## src/rtl/spi_pkg.sv

```systemverilog
// Shared constants and state encoding for the SPI receive slave.
package spi_pkg;
   localparam int SPI_MODE       = 0;
   localparam int DEFAULT_DATA_W = 8;

   typedef enum logic {
      ST_IDLE  = 1'b0,
      ST_SHIFT = 1'b1
   } spi_state_e;
endpackage

```

## src/rtl/spi_slave_rx_if.sv

```systemverilog
// Pin-level SPI lines plus the received-word stream and status flags.
interface spi_slave_rx_if
   import spi_pkg::*;
#(
   parameter int DATA_W = DEFAULT_DATA_W
);
   logic              spi_sclk;
   logic              spi_ss_n;
   logic              spi_mosi;
   logic              spi_miso;
   logic [DATA_W-1:0] rx_data;
   logic              rx_valid;
   logic              rx_ready;
   logic              overrun;
   logic              frame_err;
   logic [7:0]        word_count;

   modport slave (
      input  spi_sclk, spi_ss_n, spi_mosi, rx_ready,
      output spi_miso, rx_data, rx_valid, overrun, frame_err, word_count
   );

   modport master (
      output spi_sclk, spi_ss_n, spi_mosi, rx_ready,
      input  spi_miso, rx_data, rx_valid, overrun, frame_err, word_count
   );
endinterface

```

## src/rtl/spi_rx_fifo.sv

```systemverilog
// Small first-word-fall-through buffer; head reads as zero while empty.
module spi_rx_fifo #(
   parameter int DATA_W = 8,
   parameter int DEPTH  = 4
) (
   input  logic              clk,
   input  logic              srst,
   input  logic              push_i,
   input  logic [DATA_W-1:0] wdata_i,
   input  logic              pop_i,
   output logic              full_o,
   output logic              empty_o,
   output logic [DATA_W-1:0] rdata_o
);
   localparam int AW = (DEPTH > 1) ? $clog2(DEPTH) : 1;

   logic [DATA_W-1:0] mem_q [DEPTH];
   logic [AW-1:0]     wr_ptr_q;
   logic [AW-1:0]     rd_ptr_q;
   logic [AW:0]       count_q;
   logic              push_ok;
   logic              pop_ok;

   assign full_o  = (count_q == (AW+1)'(DEPTH));
   assign empty_o = (count_q == '0);
   assign pop_ok  = pop_i && !empty_o;
   // A full buffer still accepts a push when a pop frees a slot in the same cycle.
   assign push_ok = push_i && (!full_o || pop_ok);
   assign rdata_o = empty_o ? '0 : mem_q[rd_ptr_q];

   always_ff @(posedge clk) begin
      if (push_ok) begin
         mem_q[wr_ptr_q] <= wdata_i;
      end
   end

   always_ff @(posedge clk) begin
      if (srst) begin
         wr_ptr_q <= '0;
         rd_ptr_q <= '0;
         count_q  <= '0;
      end else begin
         if (push_ok) wr_ptr_q <= wr_ptr_q + 1'b1;
         if (pop_ok)  rd_ptr_q <= rd_ptr_q + 1'b1;
         case ({push_ok, pop_ok})
            2'b10:   count_q <= count_q + 1'b1;
            2'b01:   count_q <= count_q - 1'b1;
            default: count_q <= count_q;
         endcase
      end
   end
endmodule

```

## src/rtl/spi_slave_rx.sv

```systemverilog
// Mode-0 SPI receive-only slave: synchronizes the pins, deserializes words MSB first
// and queues them for a valid/ready consumer.
module spi_slave_rx
   import spi_pkg::*;
#(
   parameter int DATA_W      = DEFAULT_DATA_W,
   parameter int SYNC_STAGES = 2,
   parameter int FIFO_DEPTH  = 4
) (
   input  logic          CLOCK_50,
   input  logic          reset,
   spi_slave_rx_if.slave bus
);
   localparam int CNT_W = (DATA_W > 2) ? $clog2(DATA_W) : 1;

   logic [SYNC_STAGES-1:0] sclk_sync_q;
   logic [SYNC_STAGES-1:0] ss_sync_q;
   logic [SYNC_STAGES-1:0] mosi_sync_q;
   logic [SYNC_STAGES-1:0] flush_q;
   logic                   sclk_prev_q;
   logic                   armed_q;
   logic                   sclk_s, ss_s, mosi_s, sclk_rise;

   spi_state_e        state_q, state_d;
   logic [CNT_W-1:0]  bit_cnt_q, bit_cnt_d;
   logic [DATA_W-1:0] shift_q, shift_d;
   logic              frame_err_q, frame_err_d;
   logic              overrun_q;
   logic [7:0]        word_cnt_q;
   logic              push, pop, fifo_full, fifo_empty;

   assign sclk_s    = sclk_sync_q[SYNC_STAGES-1];
   assign ss_s      = ss_sync_q[SYNC_STAGES-1];
   assign mosi_s    = mosi_sync_q[SYNC_STAGES-1];
   assign sclk_rise = sclk_s && !sclk_prev_q;

   // flush_q marks when the synchronizers hold real pin samples rather than reset
   // values, so a select held low across reset cannot start a word.
   always_ff @(posedge CLOCK_50) begin
      if (reset) begin
         sclk_sync_q <= '0;
         ss_sync_q   <= '1;
         mosi_sync_q <= '0;
         flush_q     <= '0;
         sclk_prev_q <= 1'b0;
         armed_q     <= 1'b0;
      end else begin
         sclk_sync_q <= {sclk_sync_q[SYNC_STAGES-2:0], bus.spi_sclk};
         ss_sync_q   <= {ss_sync_q[SYNC_STAGES-2:0], bus.spi_ss_n};
         mosi_sync_q <= {mosi_sync_q[SYNC_STAGES-2:0], bus.spi_mosi};
         flush_q     <= {flush_q[SYNC_STAGES-2:0], 1'b1};
         sclk_prev_q <= sclk_s;
         if (flush_q[SYNC_STAGES-1] && ss_s) armed_q <= 1'b1;
      end
   end

   always_comb begin
      state_d     = state_q;
      bit_cnt_d   = bit_cnt_q;
      shift_d     = shift_q;
      frame_err_d = 1'b0;
      push        = 1'b0;
      case (state_q)
         ST_IDLE: begin
            if (armed_q && !ss_s) begin
               state_d   = ST_SHIFT;
               bit_cnt_d = '0;
               shift_d   = '0;
            end
         end
         ST_SHIFT: begin
            if (ss_s) begin
               state_d     = ST_IDLE;
               frame_err_d = (bit_cnt_q != '0);
               bit_cnt_d   = '0;
            end else if (sclk_rise) begin
               shift_d = {shift_q[DATA_W-2:0], mosi_s};
               if (bit_cnt_q == CNT_W'(DATA_W-1)) begin
                  push      = 1'b1;
                  bit_cnt_d = '0;
               end else begin
                  bit_cnt_d = bit_cnt_q + 1'b1;
               end
            end
         end
         default: state_d = ST_IDLE;
      endcase
   end

   always_ff @(posedge CLOCK_50) begin
      if (reset) begin
         state_q     <= ST_IDLE;
         bit_cnt_q   <= '0;
         shift_q     <= '0;
         frame_err_q <= 1'b0;
         overrun_q   <= 1'b0;
         word_cnt_q  <= '0;
      end else begin
         state_q     <= state_d;
         bit_cnt_q   <= bit_cnt_d;
         shift_q     <= shift_d;
         frame_err_q <= frame_err_d;
         if (push && fifo_full && !pop) overrun_q <= 1'b1;
         if (push && (!fifo_full || pop)) word_cnt_q <= word_cnt_q + 1'b1;
      end
   end

   assign pop = !fifo_empty && bus.rx_ready;

   spi_rx_fifo #(
      .DATA_W (DATA_W),
      .DEPTH  (FIFO_DEPTH)
   ) u_fifo (
      .clk     (CLOCK_50),
      .srst    (reset),
      .push_i  (push),
      .wdata_i (shift_d),
      .pop_i   (pop),
      .full_o  (fifo_full),
      .empty_o (fifo_empty),
      .rdata_o (bus.rx_data)
   );

   assign bus.rx_valid   = !fifo_empty;
   assign bus.overrun    = overrun_q;
   assign bus.frame_err  = frame_err_q;
   assign bus.word_count = word_cnt_q;
   assign bus.spi_miso   = 1'b0;
endmodule
```

## src/flat_wrapper.sv

```systemverilog
// flat-port wrapper written by rule: the top's interface ports become plain ports
module spi_slave_rx_flat import spi_pkg::*;
#(
   parameter int DATA_W      = DEFAULT_DATA_W,
   parameter int SYNC_STAGES = 2,
   parameter int FIFO_DEPTH  = 4
)
  (CLOCK_50, reset, bus_spi_sclk, bus_spi_ss_n, bus_spi_mosi, bus_rx_ready, bus_spi_miso, bus_rx_data, bus_rx_valid, bus_overrun, bus_frame_err, bus_word_count);
  spi_slave_rx_if #(.DATA_W(DATA_W)) bus_i ();
  input  logic CLOCK_50;
  input  logic reset;
  input wire logic [$bits(bus_i.spi_sclk)-1:0] bus_spi_sclk;
  input wire logic [$bits(bus_i.spi_ss_n)-1:0] bus_spi_ss_n;
  input wire logic [$bits(bus_i.spi_mosi)-1:0] bus_spi_mosi;
  input wire logic [$bits(bus_i.rx_ready)-1:0] bus_rx_ready;
  output wire logic [$bits(bus_i.spi_miso)-1:0] bus_spi_miso;
  output wire logic [$bits(bus_i.rx_data)-1:0] bus_rx_data;
  output wire logic [$bits(bus_i.rx_valid)-1:0] bus_rx_valid;
  output wire logic [$bits(bus_i.overrun)-1:0] bus_overrun;
  output wire logic [$bits(bus_i.frame_err)-1:0] bus_frame_err;
  output wire logic [$bits(bus_i.word_count)-1:0] bus_word_count;
  assign bus_i.spi_sclk = bus_spi_sclk;
  assign bus_i.spi_ss_n = bus_spi_ss_n;
  assign bus_i.spi_mosi = bus_spi_mosi;
  assign bus_i.rx_ready = bus_rx_ready;
  assign bus_spi_miso = bus_i.spi_miso;
  assign bus_rx_data = bus_i.rx_data;
  assign bus_rx_valid = bus_i.rx_valid;
  assign bus_overrun = bus_i.overrun;
  assign bus_frame_err = bus_i.frame_err;
  assign bus_word_count = bus_i.word_count;
  spi_slave_rx #(.DATA_W(DATA_W), .SYNC_STAGES(SYNC_STAGES), .FIFO_DEPTH(FIFO_DEPTH)) u_core (.CLOCK_50(CLOCK_50), .reset(reset), .bus(bus_i));
endmodule
```

## config.mk

```make
export PLATFORM = sky130hd
export DESIGN_NAME = spi_slave_rx_flat
export DESIGN_NICKNAME = d
export VERILOG_FILES = /design/src/rtl/spi_pkg.sv /design/src/rtl/spi_slave_rx_if.sv /design/src/rtl/spi_rx_fifo.sv /design/src/rtl/spi_slave_rx.sv /design/src/flat_wrapper.sv
export SDC_FILE = /design/constraint.sdc
export NUM_CORES = 1
export LEC_CHECK = 0
export CORE_MARGIN = 2
export CORE_UTILIZATION = 60
export CTS_BUF_LIST = sky130_fd_sc_hd__clkbuf_4 sky130_fd_sc_hd__clkbuf_8
export CTS_CLUSTER_SIZE = 40
export DETAILED_ROUTE_END_ITERATION = 8
export MAX_ROUTING_LAYER = met4
export PLACE_DENSITY = 0.82
export SLEW_MARGIN = 0
export SYNTH_ARGS = -nofsm -noshare
export SYNTH_HDL_FRONTEND = slang
export SYNTH_HIERARCHICAL = 1
export SYNTH_SLANG_ARGS = --single-unit
```

## constraint.sdc

```tcl
create_clock -name CLOCK_50 -period 2.68 [get_ports CLOCK_50]
set_input_delay 0.402 -clock CLOCK_50 [delete_from_list [all_inputs] [get_ports CLOCK_50]]
set_output_delay 0.402 -clock CLOCK_50 [all_outputs]
set_load 0.005 [all_outputs]
```

Word-level counts from Yosys, hierarchy flattened
Memory sizes are Yosys's and may differ from the RTL's. A register that Yosys moved wholly into a read port is not among the register bits.
Index checks and enable logic that the tools add are counted.
Widths: inputs -> output; s select.
{"block": "totals", "mem_count": 1, "word_cells": 75, "ramBits": 32, "input_bits": 6, "ff_bits": 39}
{"name": "u_core.u_fifo.mem_q", "depth": 4, "word_bits": 8, "rd": 1, "rd_clocked_by_memory_dff": 1, "write_ports": 1, "line": "spi_rx_fifo.sv:17", "rtl": "logic [DATA_W-1:0] mem_q [DEPTH];"}
{"block": "op_classes", "addsub": 6, "reduce_logical": 21, "n_eq_ne": 6, "n_mux": 23, "bitwise_logic": 2}
{"op": "$mux 8", "n": 4}
{"op": "$pmux 8 s2", "n": 1}
{"op": "$mux 3", "n": 4}
{"op": "$pmux 3 s2", "n": 2}
{"op": "$logic_and 1x1->1", "n": 9}
{"op": "$mux 1", "n": 9}
{"op": "$add 8x1->8 const B", "n": 1}
{"op": "$add 3x1->3 const B", "n": 2}
{"op": "$eq 3x3->1 const B", "n": 2}
{"op": "$logic_not 1->1", "n": 5}
{"op": "$add 2x1->2 const B", "n": 2}
{"op": "$mux 2", "n": 2}
{"op": "$logic_not 3->1", "n": 1}
{"op": "$ne 3x1->1 const B", "n": 1}
{"op": "$reduce_bool 3->1", "n": 1}
{"op": "$reduce_or 3->1", "n": 1}
{"op": "$sub 3x1->3 const B", "n": 1}
{"op": "$eq 2x1->1 const B", "n": 1}
{"op": "$eq 2x2->1 const B", "n": 1}
{"op": "$logic_or 1x1->1", "n": 2}
{"op": "$ne 2x1->1 const B", "n": 1}
{"op": "$not 1->1", "n": 2}
{"op": "$pmux 1 s2", "n": 1}
{"op": "$reduce_and 2->1", "n": 1}
{"op": "$reduce_bool 2->1", "n": 1}

Longest topological paths before layout
Gate-level depths: netlist of run 1.
{"block": "logic_depth", "ltp_word": 8, "depth_mapped": 11}

Hierarchy
Netlist of run 1, hierarchy kept.
{"module": "spi_rx_fifo", "instances": 1, "seq_area_each_um2": 1141.1, "cells_per_inst": 118, "area_per_inst_um2": 1821.7}
{"module": "spi_slave_rx", "instances": 1, "seq_area_each_um2": 640.6, "cells_per_inst": 133, "area_per_inst_um2": 1318.8}

Worst setup path before layout of run 1
Ideal clock, no wire load.
{"block": "synth_path", "kind": "register to register", "startpoint": "register u_core.u_fifo.count_q[1]", "endpoint": "register u_core.u_fifo.count_q[2]", "t_arrival_ns": 2.221, "path_slack_ns": 0.385, "period_less_slack_ns": 2.295, "path_stages_with_launch": 12, "required_ns": 2.606, "cell_sequence": "dfxtp_1 > buf_4 > nor3_2 > nand2b_1 > inv_1 > buf_4 > o31ai_2 > nand2b_1 > fa_1 > nand3b_1 > or3_1 > a31oi_1"}
{"block": "synth_between", "elab_chain_len": 8, "elab_cells_between_ends": 14, "cone_classes": "add/sub: 2; eq/ne: 3; mux: 1; reduce/logical: 8"}
{"item": "start, declared", "line": "spi_rx_fifo.sv:20", "rtl": "logic [AW:0] count_q;"}
{"item": "start signal, assigned", "line": "spi_rx_fifo.sv:46", "rtl": "2'b10: count_q <= count_q + 1'b1;"}
{"item": "start signal, assigned", "line": "spi_rx_fifo.sv:47", "rtl": "2'b01: count_q <= count_q - 1'b1;"}
{"item": "start signal, assigned", "line": "spi_rx_fifo.sv:48", "rtl": "default: count_q <= count_q;"}
{"item": "$logic_not 3->1 (*)", "line": "spi_rx_fifo.sv:25", "rtl": "assign empty_o = (count_q == '0);"}
{"item": "named net u_core.fifo_empty", "line": "spi_slave_rx.sv:30", "rtl": "logic push, pop, fifo_full, fifo_empty;"}
{"item": "$logic_not 1->1 (*)", "line": "spi_slave_rx.sv:108", "rtl": "assign pop = !fifo_empty && bus.rx_ready;"}
{"item": "$logic_and 1x1->1 (*)", "line": "spi_slave_rx.sv:108"}
{"item": "named net u_core.pop", "line": "spi_slave_rx.sv:30"}
{"item": "$logic_and 1x1->1 (*)", "line": "spi_rx_fifo.sv:26", "rtl": "assign pop_ok = pop_i && !empty_o;"}
{"item": "$logic_or 1x1->1", "line": "spi_rx_fifo.sv:28", "rtl": "assign push_ok = push_i && (!full_o || pop_ok);"}
{"item": "$logic_and 1x1->1", "line": "spi_rx_fifo.sv:28"}
{"item": "$eq 2x1->1 or $eq 2x2->1 (tied branches)", "line": "spi_rx_fifo.sv:45", "rtl": "case ({push_ok, pop_ok})"}
{"item": "$pmux 3 s2 or $reduce_bool 2->1 (tied branches)"}
Mark *: on every way through the listed nets, which the timed path passes. The rest lies on a longest branch.
A chain may end at the register's enable or synchronous reset.

==> results of run 1 <==
[worst max-delay path: stages (launching register included)]
cell and delay (ns):
dfxtp_2 0.50, mux4_2 0.55, nor2b_1 0.14, clkdlybuf4s50_1 0.46
[final timing paths]
kind	endpoint	slack (ns)	depth (start not counted)
worst min-delay path	u_core/ss_sync_q[1]$_SDFF_PP1_	0.41	1
worst min register to register	u_core/ss_sync_q[1]$_SDFF_PP1_	0.41	1
worst max-delay path	bus_rx_data[3]	0.27	3
worst max register to register	u_core/u_fifo/count_q[2]$_SDFFE_PP0P_	0.31	9
[logic make-up (layout without fill, tap and decap cells)]
group,Yosys count,after routing,synth area share [%]
buffers and inverters,27,61,4.30
xor gates and xnor gates,6,6,1.67
and+or+nand+nor,78,78,14.7
other,1,1,0.119
adders and majority gates,9,9,3.82
AOI/OAI and AO/OA,44,44,11.3
muxes,13,13,7.37
DFF,73,73,56.7
[placed cells by master, fill, tap and decap left out, types with 9 or more instances in the layout]
cell / Yosys / routed
clkbuf_8: 0 / 10
nor2_1: 16 / 16
edfxtp_1: 32 / 32
inv_1: 14 / 14
clkdlybuf4s50_1: 0 / 24
nor2b_1: 17 / 17
a22o_1: 16 / 16
dfxtp_1: 41 / 40
a21oi_1: 9 / 9
[through the flow]
step	cell area [um^2]	worst slack [ns]	instances
finish	3640	0.273	355
global route	3640	0.0766	355
CTS	3640	0.0244	355
detailed placement	3440	0.293	339
global placement	3440	0.350	339
floorplan	3140	0.385	251
[final cells by class]
class                      count  area (um^2)  area share [%]
clock inverter                 6         67.6            1.85
multi-input combinational    151         1220            33.6
tap                           70         87.6            2.40
inverter                      14         52.6            1.44
clock buffer                  10          138            3.78
timing repair buffer          31          293            8.03
sequential                    73         1780            48.9
[report_power, final]
group	total (mW)	switching (mW)	internal (mW)
combinational	0.0325	0.0156	0.0169
sequential	1.16	0.00485	1.16
clock	0.861	0.405	0.456
total	2.06	0.425	1.63
[flip-flops by register name, indices dropped and copies added, names as in the netlist, named ones only]
signal / flops
u_core/flush_q: 2
u_core/u_fifo/count_q: 3
u_core/bit_cnt_q: 3
u_core/u_fifo/rd_ptr_q: 2
u_core/mosi_sync_q: 2
u_core/u_fifo/wr_ptr_q: 2
u_core/sclk_prev_q: 1
u_core/u_fifo/mem_q: 32
u_core/shift_q: 8
u_core/bus.overrun: 1
u_core/ss_sync_q: 2
u_core/bus.frame_err: 1
u_core/state_q: 1
u_core/armed_q: 1
u_core/sclk_sync_q: 2
u_core/bus.word_count: 8
[routing by layer]
metal  up-vias  track usage [%]
li1        958                -
met1       929             26.1
met2        50             30.3
met3         7             6.40
met4         0             6.00
met5         -                -
[timing repair]
action	CTS	global route
buffers inserted	0	0
setup endpoints to repair	0	8
hold endpoints to repair	0	0
hold buffers	0	0
resized for setup	0	1
==> reports/metrics.cfg, run 1 <==
[synth]
yosysWarnings = 6
postSynthCellCount = 251
yosysTopAreaCellShare_pct = 30.6
synth_area_um2 = 3140
synthArstFlopShare_pct = 0
synth.ff_latch_count = 73
synth_nets = 266
synthFlopType = dfxtp_1
ys_seq_area_share_pct = 56.7
synth.most_common_cell = dfxtp_1
synth_top_area_cell = edfxtp_1
synth-edff-count = 32
synth_cell_types = 48
synth_commonest_cells = dfxtp_1, edfxtp_1, nor2b_1
synth_area_leaders = edfxtp_1, dfxtp_1, mux4_2, a22o_1, nor2b_1
avgSynthCellArea_um2 = 12.5

[global_routing]
grt_overflow_total = 0
grt_pass1_wl_um = 8780
grt_pass1_vias = 1855
grt_start_max_net_pins = 14
track_usage_pct = 20.0
antenna_found_initial = 0

[worst_setup_path]
crit_type = flip-flop to output pin
critPathRequiredTime_ns = 2.28
cp_max_fo = 8
r2r-start = u_core/u_fifo/count_q[1]$_SDFFE_PP0P_
start_kind = flip-flop
arrival_ns = 2.00
crit_path_end_kind = output pin

[cells_and_area]
final_layout_size_suffix_gt1_share_pct = 16.5
diodes = 0
nFillCells = 359
final_nets = 295
area_growth_syn_to_layout_pct = 16.1
final_util_pct = 71.8

[place]
gp_congestion = 0.780
port_buffers = 24
dpl.hpwl_um = 3420

[sta]
relSlewSlack_pct = 57.2
grt_setup_unrepaired = false
setup_violations = 0
tightest_slew_ns = 0.639
fin_skew_ns = 0.00716
slew_viol_final = 0
fin_crit_ns = 2.41
whs_ns = 0.413
min_period_over_period_pct = 89.8
finalHoldViolCount = 0
fmax_mhz = 416
tns_ns = 0

[route]
drtAntennaViolNets = 0
postRouteWirelength_um = 5000
wl_met1_um = 2320
wl_per_cell_um = 14.1
vias = 1944
drt_iter0_drc = 167
dr_wl_met3_um = 230
drc_errors = 0
vias_per_cell = 5.48
drtPass1Iterations = 4
top_layer = met4
wl_met2_um = 2360

[floorplan]
io_pins = 26
rows = 26
die_y_um = 76.3
coreArea_um2 = 5070
dieArea_um2 = 5830
die_w_um = 76.3
initial_core_util_pct = 61.9

[cts]
h-tree-depth = 3
clkTransAtPathRegs_ns = 0.08
clockBufferDepth = 2
cts_root_buf = clkbuf_8
clk-insertion-delay-late_ns = 0.34
cts_tree = built
numCtsBuffers = 9
clock-sinks = 73

[pwr]
total_power_mw = 2.06
p_per_area_nw_per_um2 = 564
p_leak_nw = 1.29
ir_drop_v = 0.000602

[hold_path]
min_from = u_core/ss_sync_q[0]$_SDFF_PP1_
hold_path_class = flip-flop to flip-flop

[run_status]
status = finished, final reports clean

[flow_run]
cap_violations = 0

No activity file was read; power rests on OpenSTA's default activity.
==> run 2, diff against run 1 <==
--- a/config.mk
+++ b/config.mk
@@ -5,13 +5,15 @@
 export SDC_FILE = /design/constraint.sdc
 export NUM_CORES = 1
 export LEC_CHECK = 0
+export CELL_PAD_IN_SITES_DETAIL_PLACEMENT = 1
+export CELL_PAD_IN_SITES_GLOBAL_PLACEMENT = 2
 export CORE_MARGIN = 2
-export CORE_UTILIZATION = 60
+export CORE_UTILIZATION = 41
 export CTS_BUF_LIST = sky130_fd_sc_hd__clkbuf_4 sky130_fd_sc_hd__clkbuf_8
 export CTS_CLUSTER_SIZE = 40
 export DETAILED_ROUTE_END_ITERATION = 8
 export MAX_ROUTING_LAYER = met4
-export PLACE_DENSITY = 0.82
+export PLACE_DENSITY_LB_ADDON = 0.1
 export SLEW_MARGIN = 0
 export SYNTH_ARGS = -nofsm -noshare
 export SYNTH_HDL_FRONTEND = slang
==> run 2 against run 1 <==
Effect of this change:
- wire length is 11% higher
- critical path type unchanged
- combinational power is 3% lower
- critical path depth stayed put
- flip-flop and latch count stayed put
- core utilization is 22 points lower
- first-iteration DRC count is 59% lower
- sequential share of layout area is 0.13 points higher
- setup slack better by 0.036 ns
- via count is 1.5% lower
- worst hold slack better by 0.0022 ns
- cell count is 7.6% higher
- clock power is 13% lower
==> reports/metrics.cfg, run 2 (synthesis results as in run 1) <==
[run_status]
status = finished, final reports clean

[place]
placed_area_um2 = 3460  ; +0.62%
port_buffers = 24  ; unchanged
dpl.hpwl_um = 3960  ; +16%
dp_cells = 366  ; +8.0%
gp_congestion = 0.776  ; -0.51%

[cells_and_area]
diodes = 0  ; unchanged
final_cell_mix = dfxtp_1, edfxtp_1, clkdlybuf4s50_1
regMostFlops = u_core/u_fifo/mem_q
fin_cells = 382  ; +7.6%
nFillCells = 756  ; +110%
final_nets = 293  ; -0.68%
area_growth_syn_to_layout_pct = 15.7
multi_input_area_um2 = 1220  ; unchanged
seqCellArea_um2 = 1780  ; unchanged
fin_area_um2 = 3630  ; -0.27%
largest_register_ffs = 32  ; unchanged
final_util_pct = 49.6  ; -22 points
final_layout_size_suffix_gt1_share_pct = 15.9  ; -0.59 points
final_common_cell = dfxtp_1

[hold_path]
hold_path_class = flip-flop to flip-flop
min_from = u_core/ss_sync_q[0]$_SDFF_PP1_
whs_path_depth = 1  ; unchanged

[global_routing]
globalRoute.busiestLayer = met2
grtUsageMet1_pct = 20.1  ; -6.0 points
met2_usage_pct = 22.2  ; -8.1 points
antenna_found_initial = 0  ; unchanged
grt_pass1_vias = 1983  ; +6.9%
grt_start_max_net_pins = 26  ; +12
grt_pass1_wl_um = 9540  ; +8.6%
use_met3_pct = 3.24  ; -3.2 points
grt_overflow_total = 0  ; unchanged
track_usage_pct = 15.1  ; -4.9 points

[floorplan]
rows = 31  ; +19%
die_w_um = 91.5  ; +20%
die_y_um = 91.5  ; +20%
io_pins = 26  ; unchanged
dieArea_um2 = 8380  ; +44%
initial_core_util_pct = 42.8  ; -19 points
coreArea_um2 = 7330  ; +44%

[cts]
cts_tree = built
numCtsBuffers = 9  ; unchanged
clockBufferDepth = 2  ; unchanged
clkTransAtPathRegs_ns = 0.08  ; about the same
clock-sinks = 73  ; unchanged
h-tree-depth = 3  ; unchanged
cts_root_buf = clkbuf_8
clk-insertion-delay-late_ns = 0.34  ; about the same

[sta]
setup_violations = 0  ; unchanged
fmax_mhz = 422  ; +1.5%
tightest_slew_ns = 0.635  ; -0.00413 ns
relSlewSlack_pct = 57.5  ; +0.28 points
min_period_over_period_pct = 88.5  ; -1.3 points
slew_viol_final = 0  ; unchanged
fin_skew_ns = 0.00877  ; +0.00161 ns
fin_crit_ns = 2.37  ; -0.0361 ns
grt_setup_unrepaired = false
finalHoldViolCount = 0  ; unchanged
tns_ns = 0  ; unchanged

[worst_setup_path]
r2r-start = u_core/u_fifo/count_q[0]$_SDFFE_PP0P_
arrival_ns = 1.97  ; -0.03 ns
crit_type = flip-flop to output pin
critPathMaxStageDelay_ns = 0.54  ; about the same
start_kind = flip-flop
cp_max_fo = 8  ; unchanged
crit_path_end_kind = output pin
crit_chain = mux4_2, nor2b_1, clkdlybuf4s50_1
slowest_stage = mux4_2
reg2reg_depth = 9  ; unchanged
critPathRequiredTime_ns = 2.28  ; about the same

[pwr]
p_leak_nw = 1.26  ; -1.9%
total_power_mw = 1.94  ; -5.4%
p_per_area_nw_per_um2 = 535  ; -5.1%
ir_drop_v = 0.000237  ; -61%

[route]
vias_per_cell = 5.01  ; -8.5%
drc_errors = 0  ; unchanged
vias = 1914  ; -1.5%
wl_per_cell_um = 14.6  ; +3.5%
drtPass1Iterations = 4  ; unchanged
drt_iter0_drc = 68  ; -59%
drtAntennaViolNets = 0  ; unchanged
postRouteWirelength_um = 5580  ; +11%

[flow_run]
cap_violations = 0  ; unchanged

## run 2: stage by stage
stage / hold slack [ns] / worst slack, ns
2_1_floorplan: 0.389 / 0.385
3_3_place_gp: 0.391 / 0.286
3_5_place_dp: 0.398 / 0.233
4_1_cts: 0.420 / 0.0743
5_1_grt: 0.436 / 0.134
6_report: 0.416 / 0.309
## run 2: final cells by class
type	instances	area share, %
Clock buffer	10	3.61
Clock inverter	6	1.17
Inverter	14	1.45
Multi-Input combinational cell	151	33.7
Sequential cell	73	49.1
Tap cell	99	3.41
Timing Repair Buffer	29	7.64
## run 2: critical path, delay by kind of cell, from the launching register on
family	cells	cell delay (ns)
buffers and inverters	1	0.44
flip-flops	1	0.50
multiplexers	1	0.54
AND/OR/NAND/NOR	1	0.15
## run 2: timing repair
item / 4_1_cts / 5_1_grt
setup buffers: 0 / 0
hold buffers: 0 / 0
endpoints found under the setup margin: 0 / 8
gates resized for setup: 0 / 1
## run 2: final timing paths
check                                                              to  slack [ns]
worst max-delay path                                   bus_rx_data[5]        0.31
worst min-delay path                   u_core/ss_sync_q[1]$_SDFF_PP1_        0.42
worst max register to register  u_core/u_fifo/count_q[2]$_SDFFE_PP0P_        0.33
worst min register to register         u_core/ss_sync_q[1]$_SDFF_PP1_        0.42
## run 2: where the power goes
part / internal, mW / switching (mW) / leakage (nW) / total (mW)
sequential: 1.16 / 0.00466 / 0.639 / 1.16
combinational: 0.0159 / 0.0155 / 0.536 / 0.0314
clock: 0.347 / 0.404 / 0.0861 / 0.751
## run 2: layer usage
metal | vias to the layer above | wire, um
met4 | 0 | 100
met5 | - | 0
li1 | 949 | -
met1 | 928 | 2850
met3 | 10 | 147
met2 | 27 | 2480
==> run 3, diff against run 2 <==
--- a/config.mk
+++ b/config.mk
@@ -5,10 +5,11 @@
 export SDC_FILE = /design/constraint.sdc
 export NUM_CORES = 1
 export LEC_CHECK = 0
+export ABC_AREA = 1
 export CELL_PAD_IN_SITES_DETAIL_PLACEMENT = 1
 export CELL_PAD_IN_SITES_GLOBAL_PLACEMENT = 2
 export CORE_MARGIN = 2
-export CORE_UTILIZATION = 41
+export CORE_UTILIZATION = 37
 export CTS_BUF_LIST = sky130_fd_sc_hd__clkbuf_4 sky130_fd_sc_hd__clkbuf_8
 export CTS_CLUSTER_SIZE = 40
 export DETAILED_ROUTE_END_ITERATION = 8
==> run 3 against run 2 <==
Effect of this change:
- power is 11% higher
- maximum frequency is 2.1% higher
- first-iteration DRC count is 26% lower
- wire length is 18% higher
==> reports/metrics.cfg, run 3 <==
[global_routing]
track_usage_pct = 16.8  ; +1.8 points
grt_start_max_net_pins = 18  ; -31%
antenna_found_initial = 0  ; unchanged
globalRoute.busiestLayer = met2
grt_overflow_total = 0  ; unchanged
grt_pass1_vias = 2449  ; +23%
met2_usage_pct = 28.5  ; +6.3 points
use_met3_pct = 5.17  ; +1.9 points
grtUsageMet1_pct = 19.2  ; -0.92 points
grt_pass1_wl_um = 11200  ; +17%

[cells_and_area]
area_growth_syn_to_layout_pct = 18.6
largest_register_ffs = 32  ; unchanged
final_layout_size_suffix_gt1_share_pct = 12.1  ; -3.8 points
final_util_pct = 45.5  ; -4.1 points
diodes = 0  ; unchanged
final_nets = 391  ; +33%
final_common_cell = nand2_1
regMostFlops = u_core/u_fifo/mem_q
final_cell_mix = nand2_1, nor2_1, dfxtp_1

[cts]
cts-hold-fix-buffers = 0  ; unchanged
cts_root_buf = clkbuf_8
numCtsBuffers = 9  ; unchanged
clkTransAtPathRegs_ns = 0.08  ; about the same
postCtsSetupRepairBufs = 0  ; unchanged
h-tree-depth = 3  ; unchanged
clock-sinks = 73  ; unchanged
clockBufferDepth = 2  ; unchanged
cts_tree = built
clk-insertion-delay-late_ns = 0.34  ; about the same
cts_resized = 0  ; unchanged

[worst_setup_path]
arrival_ns = 1.92  ; -0.05 ns
crit_path_end_kind = output pin
slowest_stage = clkdlybuf4s50_1
start_kind = flip-flop
cp_max_fo = 17  ; +9
critPathRequiredTime_ns = 2.28  ; about the same
critPathMaxStageDelay_ns = 0.53  ; about the same
crit_chain = buf_4, inv_2, o21ai_0, a21oi_1, clkdlybuf4s50_1
crit_family = buffers and inverters
crit_type = flip-flop to output pin
crit_buf_inv = 3  ; +2

[pwr]
p_per_area_nw_per_um2 = 578  ; +8.1%
ir_drop_v = 0.000282  ; +19%
p_leak_nw = 1.49  ; +18%

[place]
gp_congestion = 0.765  ; -1.4%
port_buffers = 24  ; unchanged
dpl.hpwl_um = 4540  ; +15%

[floorplan]
coreArea_um2 = 8220  ; +12%
io_pins = 26  ; unchanged
die_w_um = 96.2  ; +5.2%
rows = 33  ; +6.5%
dieArea_um2 = 9260  ; +11%
initial_core_util_pct = 38.3  ; -4.5 points
die_y_um = 96.2  ; +5.2%

[sta]
min_period_over_period_pct = 86.7  ; -1.8 points
relSlewSlack_pct = 46.1  ; -11 points
fin_crit_ns = 2.32  ; -0.0479 ns
setup_violations = 0  ; unchanged
tns_ns = 0  ; unchanged
fin_skew_ns = 0.00752  ; -0.00125 ns
fmax_mhz = 431  ; +2.1%
finalHoldViolCount = 0  ; unchanged
grt_setup_unrepaired = false
tightest_slew_ns = 0.806  ; +0.171 ns
slew_viol_final = 0  ; unchanged

[route]
vias_per_cell = 4.65  ; -7.1%
vias = 2261  ; +18%
wl_per_cell_um = 13.5  ; -7.2%
drc_errors = 0  ; unchanged
drt_iter0_drc = 50  ; -26%
drtAntennaViolNets = 0  ; unchanged
postRouteWirelength_um = 6580  ; +18%
drtPass1Iterations = 4  ; unchanged

[synth]
ys_seq_area_share_pct = 56.6  ; -0.14 points
synth_nets = 358  ; +35%
yosysTopAreaCellShare_pct = 30.5  ; -0.073 points
synth_commonest_cells = nand2_1, nor2_1, dfxtp_1
synthArstFlopShare_pct = 0  ; unchanged
synth_area_um2 = 3150  ; +0.24%
yosysWarnings = 6  ; unchanged
synth_cell_types = 34  ; -29%
synth.most_common_cell = nand2_1
synth_top_area_cell = edfxtp_1
synth-edff-count = 32  ; unchanged
synthFlopType = dfxtp_1
synth.ff_latch_count = 73  ; unchanged
postSynthCellCount = 343  ; +37%
avgSynthCellArea_um2 = 9.18  ; -27%
synth_area_leaders = edfxtp_1, dfxtp_1, nand2_1, nor2_1, a21oi_1

[flow_run]
cap_violations = 0  ; unchanged

[run_status]
status = finished, final reports clean

[hold_path]
hold_path_class = flip-flop to flip-flop

[run 3: changes by cell type after synthesis, sizes merged, moves of 8 or more]
cell,previous run,this run
a22o,16,0
nor2b,17,0
mux4,8,0
o21ai,4,27
a21oi,9,35
nand2,5,67
nor2,17,63
inv,14,38
[run 3: stage by stage]
| stage | instances | hold WS, ns | power (mW) | setup slack, ns | cell area [um^2] |
|---|---|---|---|---|---|
| finish | 486 | 0.405 | 2.16 | 0.357 | 3730 |
| global route | 486 | 0.417 | 2.26 | 0.173 | 3730 |
| CTS | 486 | 0.408 | 2.20 | 0.338 | 3730 |
| detailed placement | 470 | 0.396 | 1.22 | 0.215 | 3510 |
| global placement | 470 | 0.393 | 1.22 | 0.242 | 3510 |
| floorplan | 343 | 0.388 | 1.21 | 0.634 | 3150 |
[run 3: cells by family after synthesis]
| group | synth area share [%] |
|---|---|
| AOI/OAI and AO/OA | 10.9 |
| xor gates and xnor gates | 1.11 |
| adders and majority gates | 3.82 |
| buffers and inverters | 6.40 |
| DFF | 56.6 |
| other | 0.119 |
| and+or+nand+nor | 21.1 |
[run 3: worst min-delay path, cell delays in order, from the launching register on]
cell and delay (ns):
dfxtp_1 0.30, inv_1 0.04, nor2_1 0.03
[run 3: power breakdown]
part	internal (mW)	switching, mW
registers	1.16	0.00374
logic	0.0149	0.0211
clock network	0.535	0.427
[run 3: layout make-up]
type                    count  area (um^2)
clock buffers               9          124
clock inverters             7          103
fillers                   966         4480
inverters                  38          145
multi-input cells         224         1160
flip-flops and latches     73         1780
well taps                 105          131
repair buffers             30          285
[run 3: metal layers]
layer  vias up  part of all wire [%]
met3         2                   2.9
met5         -                     0
met1      1044                    48
met4         0                  0.68
met2        33                    48
li1       1182                     -
[run 3: worst paths after layout]
kind / start / endpoint / slack [ns] / cells past startpoint
setup / recovery: flip-flop / bus_rx_data[0] / 0.36 / 5
hold / removal: u_core/sclk_sync_q[0]$_SDFF_PP0_ / u_core/sclk_sync_q[1]$_SDFF_PP0_ / 0.41 / 2
hold reg to reg: u_core/sclk_sync_q[0]$_SDFF_PP0_ / u_core/sclk_sync_q[1]$_SDFF_PP0_ / 0.41 / 2
setup reg to reg: u_core/bit_cnt_q[0]$_SDFFE_PP0P_ / u_core/u_fifo/count_q[2]$_SDFFE_PP0P_ / 0.47 / 12
